--- src/rtl/vga_pkg.sv ---
// Shared VGA raster types, default 640x480@60 timing and derived totals.
package vga_pkg;

  typedef logic [9:0] pixel_coord_t;

  localparam int unsigned DEF_H_VISIBLE = 640;
  localparam int unsigned DEF_H_FRONT   = 16;
  localparam int unsigned DEF_H_SYNC    = 96;
  localparam int unsigned DEF_H_BACK    = 48;
  localparam int unsigned DEF_V_VISIBLE = 480;
  localparam int unsigned DEF_V_FRONT   = 10;
  localparam int unsigned DEF_V_SYNC    = 2;
  localparam int unsigned DEF_V_BACK    = 33;

  localparam int unsigned DEF_H_TOTAL =
    DEF_H_VISIBLE + DEF_H_FRONT + DEF_H_SYNC + DEF_H_BACK;
  localparam int unsigned DEF_V_TOTAL =
    DEF_V_VISIBLE + DEF_V_FRONT + DEF_V_SYNC + DEF_V_BACK;

  // True when lo <= v < hi; 11-bit compare so hi may reach 1024.
  function automatic logic in_range(pixel_coord_t v, int unsigned lo, int unsigned hi);
    return ({1'b0, v} >= 11'(lo)) && ({1'b0, v} < 11'(hi));
  endfunction

endpackage

--- src/rtl/sync_delay_line.sv ---
// Enable-gated shift register of DEPTH stages, each loaded with rst_val on reset.
module sync_delay_line #(
  parameter int unsigned WIDTH = 1,
  parameter int unsigned DEPTH = 1
) (
  input  logic             clk,
  input  logic             reset,
  input  logic             en,
  input  logic [WIDTH-1:0] rst_val,
  input  logic [WIDTH-1:0] d,
  output logic [WIDTH-1:0] q
);

  if (DEPTH == 0) begin : g_pass
    assign q = d;
  end else begin : g_shift
    logic [WIDTH-1:0] stage [DEPTH];

    always_ff @(posedge clk) begin
      if (reset) begin
        for (int i = 0; i < int'(DEPTH); i++) stage[i] <= rst_val;
      end else if (en) begin
        stage[0] <= d;
        for (int i = 1; i < int'(DEPTH); i++) stage[i] <= stage[i-1];
      end
    end

    assign q = stage[DEPTH-1];
  end

endmodule

--- src/rtl/vga_timing_gen.sv ---
// VGA raster timing: pixel divider, h/v counters and sync/active decodes.
// Optional VGA_SYNC_DELAY_EN delays hsync/vsync/video_active by SYNC_DELAY pixel ticks.
module vga_timing_gen
  import vga_pkg::*;
#(
  parameter int unsigned CLK_DIV    = 2,
  parameter int unsigned H_VISIBLE  = DEF_H_VISIBLE,
  parameter int unsigned H_FRONT    = DEF_H_FRONT,
  parameter int unsigned H_SYNC     = DEF_H_SYNC,
  parameter int unsigned H_BACK     = DEF_H_BACK,
  parameter int unsigned V_VISIBLE  = DEF_V_VISIBLE,
  parameter int unsigned V_FRONT    = DEF_V_FRONT,
  parameter int unsigned V_SYNC     = DEF_V_SYNC,
  parameter int unsigned V_BACK     = DEF_V_BACK,
  parameter int unsigned SYNC_DELAY = 2
) (
  input  logic         CLK_50,
  input  logic         reset,
  output pixel_coord_t pixel_x,
  output pixel_coord_t pixel_y,
  output logic         hsync,
  output logic         vsync,
  output logic         video_active,
  output logic         pixel_ce,
  output logic         frame_end
);

  localparam int unsigned H_TOTAL  = H_VISIBLE + H_FRONT + H_SYNC + H_BACK;
  localparam int unsigned V_TOTAL  = V_VISIBLE + V_FRONT + V_SYNC + V_BACK;
  localparam int unsigned HS_START = H_VISIBLE + H_FRONT;
  localparam int unsigned VS_START = V_VISIBLE + V_FRONT;
  localparam int unsigned DIV_W    = 2;

  if (H_TOTAL > 1024) begin : g_bad_h_total
    $error("vga_timing_gen: H_TOTAL exceeds 1024");
  end
  if (V_TOTAL > 1024) begin : g_bad_v_total
    $error("vga_timing_gen: V_TOTAL exceeds 1024");
  end
  if (CLK_DIV < 1 || CLK_DIV > 4) begin : g_bad_clk_div
    $error("vga_timing_gen: CLK_DIV must be 1..4");
  end
  if (SYNC_DELAY > 16) begin : g_bad_sync_delay
    $error("vga_timing_gen: SYNC_DELAY must be 0..16");
  end

  logic [DIV_W-1:0] div_cnt;
  pixel_coord_t     h_cnt, v_cnt;
  pixel_coord_t     h_nxt, v_nxt;
  logic             hs_nxt, vs_nxt, va_nxt;
  logic             hs_r, vs_r, va_r;
  logic             ce;

  assign ce = (div_cnt == DIV_W'(CLK_DIV - 1)) && !reset;

  // Next coordinates; decodes use them so sync/active line up with pixel_x/pixel_y.
  always_comb begin
    h_nxt = h_cnt;
    v_nxt = v_cnt;
    if (reset) begin
      h_nxt = '0;
      v_nxt = '0;
    end else if (ce) begin
      if (h_cnt == 10'(H_TOTAL - 1)) begin
        h_nxt = '0;
        v_nxt = (v_cnt == 10'(V_TOTAL - 1)) ? '0 : v_cnt + 10'd1;
      end else begin
        h_nxt = h_cnt + 10'd1;
      end
    end
    hs_nxt = !in_range(h_nxt, HS_START, HS_START + H_SYNC);
    vs_nxt = !in_range(v_nxt, VS_START, VS_START + V_SYNC);
    va_nxt = in_range(h_nxt, 0, H_VISIBLE) && in_range(v_nxt, 0, V_VISIBLE);
  end

  always_ff @(posedge CLK_50) begin
    if (reset) begin
      div_cnt <= '0;
      h_cnt   <= '0;
      v_cnt   <= '0;
      hs_r    <= 1'b1;
      vs_r    <= 1'b1;
      va_r    <= 1'b1;
    end else begin
      div_cnt <= (div_cnt == DIV_W'(CLK_DIV - 1)) ? '0 : div_cnt + DIV_W'(1);
      h_cnt   <= h_nxt;
      v_cnt   <= v_nxt;
      hs_r    <= hs_nxt;
      vs_r    <= vs_nxt;
      va_r    <= va_nxt;
    end
  end

  assign pixel_x   = h_cnt;
  assign pixel_y   = v_cnt;
  assign pixel_ce  = ce;
  assign frame_end = ce && (h_cnt == 10'(H_TOTAL - 1)) && (v_cnt == 10'(V_TOTAL - 1));

`ifdef VGA_SYNC_DELAY_EN
  // Align sync/active with the registered latency of downstream drawing objects.
  sync_delay_line #(
    .WIDTH (3),
    .DEPTH (SYNC_DELAY)
  ) u_sync_delay (
    .clk     (CLK_50),
    .reset   (reset),
    .en      (ce),
    .rst_val (3'b110),
    .d       ({hs_r, vs_r, va_r}),
    .q       ({hsync, vsync, video_active})
  );
`else
  assign hsync        = hs_r;
  assign vsync        = vs_r;
  assign video_active = va_r;
`endif

endmodule
--- config.mk ---
export PLATFORM = sky130hd
export DESIGN_NAME = vga_timing_gen
export DESIGN_NICKNAME = d
export VERILOG_FILES = /design/src/rtl/vga_pkg.sv /design/src/rtl/sync_delay_line.sv /design/src/rtl/vga_timing_gen.sv
export SDC_FILE = /design/constraint.sdc
export NUM_CORES = 1
export LEC_CHECK = 0
export BUFFER_PORTS_ARGS = -buffer_cell sky130_fd_sc_hd__buf_2
export CAP_MARGIN = 10
export CORE_ASPECT_RATIO = 0.6
export CORE_MARGIN = 2
export CORE_UTILIZATION = 58
export DETAILED_ROUTE_END_ITERATION = 8
export PLACE_DENSITY = 0.87
export SYNTH_ARGS = -nofsm -noshare
export SYNTH_HDL_FRONTEND = slang
export SYNTH_HIERARCHICAL = 1
export SYNTH_SLANG_ARGS = --single-unit
export TNS_END_PERCENT = 30
--- constraint.sdc ---
create_clock -name CLK_50 -period 5.61 [get_ports CLK_50]
set_input_delay 0.2805 -clock CLK_50 [delete_from_list [all_inputs] [get_ports CLK_50]]
set_output_delay 0.2805 -clock CLK_50 [all_outputs]
set_load 0.01 [all_outputs]
# After elaboration in Yosys (flattened, before gate mapping)

Index checks and enable logic that the tools add are counted.

Output and inout port bits: 25
Register bits: 25
Word-level logic and storage cells: 35

Multiplexer cells: 7
$lt $le $gt $ge: 6
Reductions and logical operators: 10
Equal/unequal tests: 3
$add $sub $neg: 3

Operators with widths:

| cell                                                                | number |
|---|---|
| two-way mux 10 bit                                                  | 7 |
| adder 10 x 1 -> 10 bit (second input constant)                      | 2 |
| equality test 10 bit (second input constant)                        | 2 |
| less-than comparator 10 bit (second input constant)                 | 2 |
| less-than comparator 10 x 9 -> 1 bit (second input constant)        | 2 |
| greater-or-equal comparator 10 bit (second input constant)          | 1 |
| greater-or-equal comparator 10 x 9 -> 1 bit (second input constant) | 1 |
| logical AND 1 bit                                                   | 6 |
| zero test 1 bit                                                     | 3 |
| adder 2 x 1 -> 2 bit (second input constant)                        | 1 |
| equality test 2 x 1 -> 1 bit (second input constant)                | 1 |
| OR reduction 2 bit                                                  | 1 |

# Longest topological paths before layout

Depth in word-level cells: 8
Mapped depth: 10
Depth with buffers taken out: 9

# Worst setup path after synthesis

OpenSTA, ideal clock, no wires.

Kind: flip-flop to flip-flop
Start point: register h_cnt[0] (netlist: pixel_x[0])
End point: register va_r (netlist: video_active)
Slack: 3.403 ns
Cell stages (with the launch flop): 8
Data required time: 5.495 ns
Arrival: 2.092 ns
Library setup time: 0.115 ns
Cells stage by stage: dfxtp_1 -> ha_1 -> and4bb_4 -> nand3_4 -> or4_1 -> a21o_1 -> nor4_2 -> o21ba_1

Longest elaborated chain between the ends: 6
Elaborated cells between the ends (all ways): 11
Classes of those cells: add/sub (1); order compare (2); eq/ne (1); mux (6); reduce/logical (1)

RTL lines:

| what                                                                                | RTL line                                   | source |
|---|---|---|
| start: declaration                                                                  | vga_timing_gen.sv:48                       | `pixel_coord_t h_cnt, v_cnt;` |
| start signal: assignment                                                            | vga_timing_gen.sv:86                       | `h_cnt <= h_nxt;` |
| adder 10 x 1 -> 10 bit or equality test 10 bit (tied branches)                      | vga_timing_gen.sv:68, vga_timing_gen.sv:64 |  |
| two-way mux 10 bit                                                                  | vga_timing_gen.sv:64                       | `if (h_cnt == 10'(H_TOTAL - 1)) begin` |
| two-way mux 10 bit                                                                  | vga_timing_gen.sv:63                       | `end else if (ce) begin` |
| two-way mux 10 bit                                                                  | vga_timing_gen.sv:60                       | `if (reset) begin` |
| less-than comparator 10 bit or less-than comparator 10 x 9 -> 1 bit (tied branches) | vga_pkg.sv:22                              | `return ({1'b0, v} >= 11'(lo)) && ({1'b0, v} < 11'(hi));` |
| logical AND 1 bit (*)                                                               | vga_timing_gen.sv:73                       | `va_nxt = in_range(h_nxt, 0, H_VISIBLE) && in_range(v_nxt, 0, V_VISIBLE);` |
| end signal: assignment                                                              | vga_timing_gen.sv:90                       | `va_r <= va_nxt;` |
| end: declaration                                                                    | vga_timing_gen.sv:51                       | `logic hs_r, vs_r, va_r;` |

Mark *: on every way between the ends. The rest lies on a longest branch, timed or not.
A chain may end at the register's enable or synchronous reset.

# Worst setup path in the final report

Start point: register div_cnt[1]
End point: register va_r (netlist: video_active)

Longest elaborated chain between the ends: 6
Elaborated cells between the ends (all ways): 9
Classes of those cells: order compare (2); eq/ne (1); mux (4); reduce/logical (2)

RTL lines:

| what                                                                                | RTL line             | source |
|---|---|---|
| start: declaration                                                                  | vga_timing_gen.sv:47 | `logic [DIV_W-1:0] div_cnt;` |
| start signal: assignment                                                            | vga_timing_gen.sv:85 | `div_cnt <= (div_cnt == DIV_W'(CLK_DIV - 1)) ? '0 : div_cnt + DIV_W'(1);` |
| equality test 2 x 1 -> 1 bit (*)                                                    | vga_timing_gen.sv:54 | `assign ce = (div_cnt == DIV_W'(CLK_DIV - 1)) && !reset;` |
| logical AND 1 bit (*)                                                               | vga_timing_gen.sv:54 |  |
| two-way mux 10 bit                                                                  | vga_timing_gen.sv:63 |  |
| two-way mux 10 bit                                                                  | vga_timing_gen.sv:60 |  |
| less-than comparator 10 bit or less-than comparator 10 x 9 -> 1 bit (tied branches) | vga_pkg.sv:22        |  |
| logical AND 1 bit (*)                                                               | vga_timing_gen.sv:73 |  |

Marks and branches as above.

==> metrics.md <==
| Metric | Value |
|---|---|
| Status | `finished, final reports clean` |
| Total GRT Usage | `0.247` |
| Post-Synth Adder-Cell Area | `0.0370` |
| First-pass GRT wire length | `roughly 5200 um` |
| FF+latch count, synth | `25` |
| Synth top area cells | `dfxtp_1, a21oi_1, nor2_1, nand3_1, xnor2_1` |
| H-tree depth | `1` |
| Share of power burned in registers | `0.592` |
| Max_cap viols | `0` |
| Yosys warns | `6` |
| Commonest cells post-synth | `dfxtp_1, nor2_1, a21oi_1` |
| DRC | `0` |
| Unrepaired setup endpoints after global routing | `false` |
| Pint | `around 0.00024 W` |
| Die H | `a little over 40 um` |
| Layout cells sized above 1 | `0.223` |
| Asr flop ratio synth | `0` |
| Cell taking the most area after synthesis | `dfxtp_1` |
| NetSw | `about 0.000072 W` |
| Filler cells | `184` |
| Input/output buffers | `26` |
| Mux share of post-synthesis cell area | `0` |
| Row Count | `13` |
| Top_reg_cell synth | `dfxtp_1` |
| Worst Clk Skew | `~7.4 ps` |
| Syn_nets | `168` |
| CTS tree | `built` |
| Worst EP required | `around 5800 ps` |
| Place WS | `between 3000 and 4000 ps` |
| Layout Cells excl Fill | `214` |
| Hold Vio Cnt, Final | `0` |
| Synthesized area per cell | `8.35 sq um` |
| Clock latency on the worst-skew pair | `270 ps` |
| Final net count | `191` |
| Critical Path AT | `between 2000 and 3000 ps` |
| Initial drt markers | `132` |
| Fin Setup TNS | `0 ps` |
| Endpoint class of the critical path | `flip-flop` |
| Clock sink count | `25` |
| Final period util | `0.432` |
| Post-CTS setup buffer count | `0` |
| Slew margin rel. | `0.736` |
| Pin count of the biggest net entering global routing | `15` |
| Worst VDD drop | `approximately 0.00022 V` |
| Post-Syn Area | `around 0.0014 sq mm` |
| Top-area cell type share of the netlist area | `0.370` |
| Clk slew on worst S/H paths | `~90 ps` |
| Inst Count DP | `210` |
| Sequential element share of the synthesized area | `0.370` |
| Final worst slack | `between 3000 and 4000 ps` |
| Worst-margin pin slew | `just under 400 ps` |
| Vias in the first global route | `~1100` |
| TritonRoute pass-1 iters | `4` |
| CTS buffer count | `3` |
| Vias per cell | `6.02` |
| Count of cell types in the netlist | `43` |
| Slew Limit Fails | `0` |
| Post_cts resized | `0` |
| Antenna violations before repair | `0` |
| Clk root buf | `clkbuf_8` |
| Vias post-DR | `1289` |
| Critical path class | `flip-flop to flip-flop` |
| Design Power | `slightly above 0.0003 W` |
| Count leader, synth | `dfxtp_1` |
| Clock share of power | `0.340` |
| Logic pwr share | `0.068` |
| Gr ovfl total | `0` |
| Antenna-violating nets left | `0` |
| Longest Clk Path Bufs | `2` |
| Leak | `0.600 nW` |
| Pwr Density | `a little over 200 mW/mm^2` |
| Top-Level Pins | `27` |
| Min Clock Period, post-route | `around 2400 ps` |
| Total length of routed wires | `3170 um` |
| WL/cell | `between 10 and 15 um` |
| Largest family of logic cells by synthesized area | `simple AND/OR/NAND/NOR gates` |
| Synth Area in Compound Gates | `0.123` |
| Hold_buf cts | `0` |
| Sw frac | `0.231` |
| Final setup fails | `0` |
| Die area | `0.00275 sq mm` |
| Synthesized instance count | `around 160` |
| Starting Density | `0.621` |
| Critical path startpoint category | `flip-flop` |
| Layout area overhead | `13.3%` |
| Hpwl dp | `around 2400 um` |
| Core ar. | `roughly 0.0022 sq mm` |
| # diodes | `0` |
| Min-delay worst type | `input pin to flip-flop` |
| Fmax | `between 0.4 and 0.5 GHz` |
| Synth Area in Simple Gates | `0.345` |
| Synth Area in XOR/XNOR | `0.0777` |
| EDFF count, synth | `0` |
| Die W | `approximately 66 um` |
| Placer Congestion | `roughly 0.9` |
| CP max FO | `11` |
[worst max-delay path: stages (launching register included)]
cell and delay, ps:
dfxtp_1 310, inv_1 50, ha_1 350, nand2b_1 170
inv_1 200, nand3_1 110, or4_1 410, a21o_1 210
nor4_2 330, o21ba_1 190
[cell type report]
type / instances / area [sq um] / share of cell area
sequential: 25 / 500 / 0.327
timing repair buffer: 26 / 130 / 0.0849
clock inverter: 1 / 5.00 / 0.00327
multi-input combinational: 121 / 788 / 0.514
tap: 30 / 37.5 / 0.0245
inverter: 8 / 30.0 / 0.0196
clock buffer: 3 / 41.3 / 0.0269
[registers in the layout, summed over array words and instances, names as in the netlist]
name	flops
vsync	1
pixel_y	10
div_cnt	2
hsync	1
pixel_x	10
video_active	1
[worst paths after layout]
| path | start | end | slack, ps | depth (start not counted) |
|---|---|---|---|---|
| worst min-delay path | reset | pixel_y[0] | 310 | 2 |
| worst min register to register | div_cnt[0] | div_cnt[0] | 430 | 1 |
| worst max-delay path | div_cnt[1] | video_active | 3180 | 9 |
| worst max register to register | div_cnt[1] | video_active | 3180 | 9 |
[per-stage QoR]
stage	hold slack [ps]	util	instance area, sq um
2_1_floorplan	404	-	1350
3_3_place_gp	411	0.682	1490
3_5_place_dp	424	0.682	1490
5_1_grt	326	0.703	1530
6_report	313	0.703	1530
4_1_cts	306	0.703	1530
[layer usage]
| layer | global-route usage | vias up | wire, um |
|---|---|---|---|
| met2 | 0.360 | 66 | 1420 |
| met1 | 0.363 | 596 | 1400 |
| met3 | 0.0596 | 7 | 309 |
| met5 | 0 | - | 0 |
| met4 | 0.0653 | 0 | 37 |
| li1 | - | 620 | - |
[power by group through the flow]
stage,sequential (W),combinational (W),clock [W]
after floorplan,0.000188,0.0000142,0
after CTS,0.000184,0.0000214,0.000107
final,0.000184,0.0000211,0.000106
after detailed placement,0.000188,0.0000210,0
after global routing,0.000184,0.0000239,0.000115
after global placement,0.000187,0.0000195,0
[cells by family (layout without fill, tap and decap cells)]
kind of cell | count (synthesis) | in the layout
adder cells (fa/ha/maj) | 4 | 4
buffers and inverters | 16 | 38
XOR/XNOR | 12 | 12
flip-flops | 25 | 25
AND/OR/NAND/NOR | 79 | 79
AO/OA/AOI/OAI | 26 | 26
[cells in the final DEF (no fill, tap or decap), types with 5 or more instances in the layout]
| cell type | netlist | final |
|---|---|---|
| a21oi_1 | 12 | 12 |
| nor3_1 | 6 | 6 |
| nor2_1 | 16 | 16 |
| inv_1 | 8 | 8 |
| nand2_1 | 9 | 9 |
| dfxtp_1 | 25 | 25 |
| buf_2 | 3 | 26 |
| or3_1 | 6 | 6 |
| nand2b_1 | 5 | 5 |
| xor2_1 | 6 | 6 |
| nand4_1 | 8 | 8 |
| nand3_1 | 11 | 11 |
| xnor2_1 | 6 | 6 |
Power figures use the tool's default switching activity.
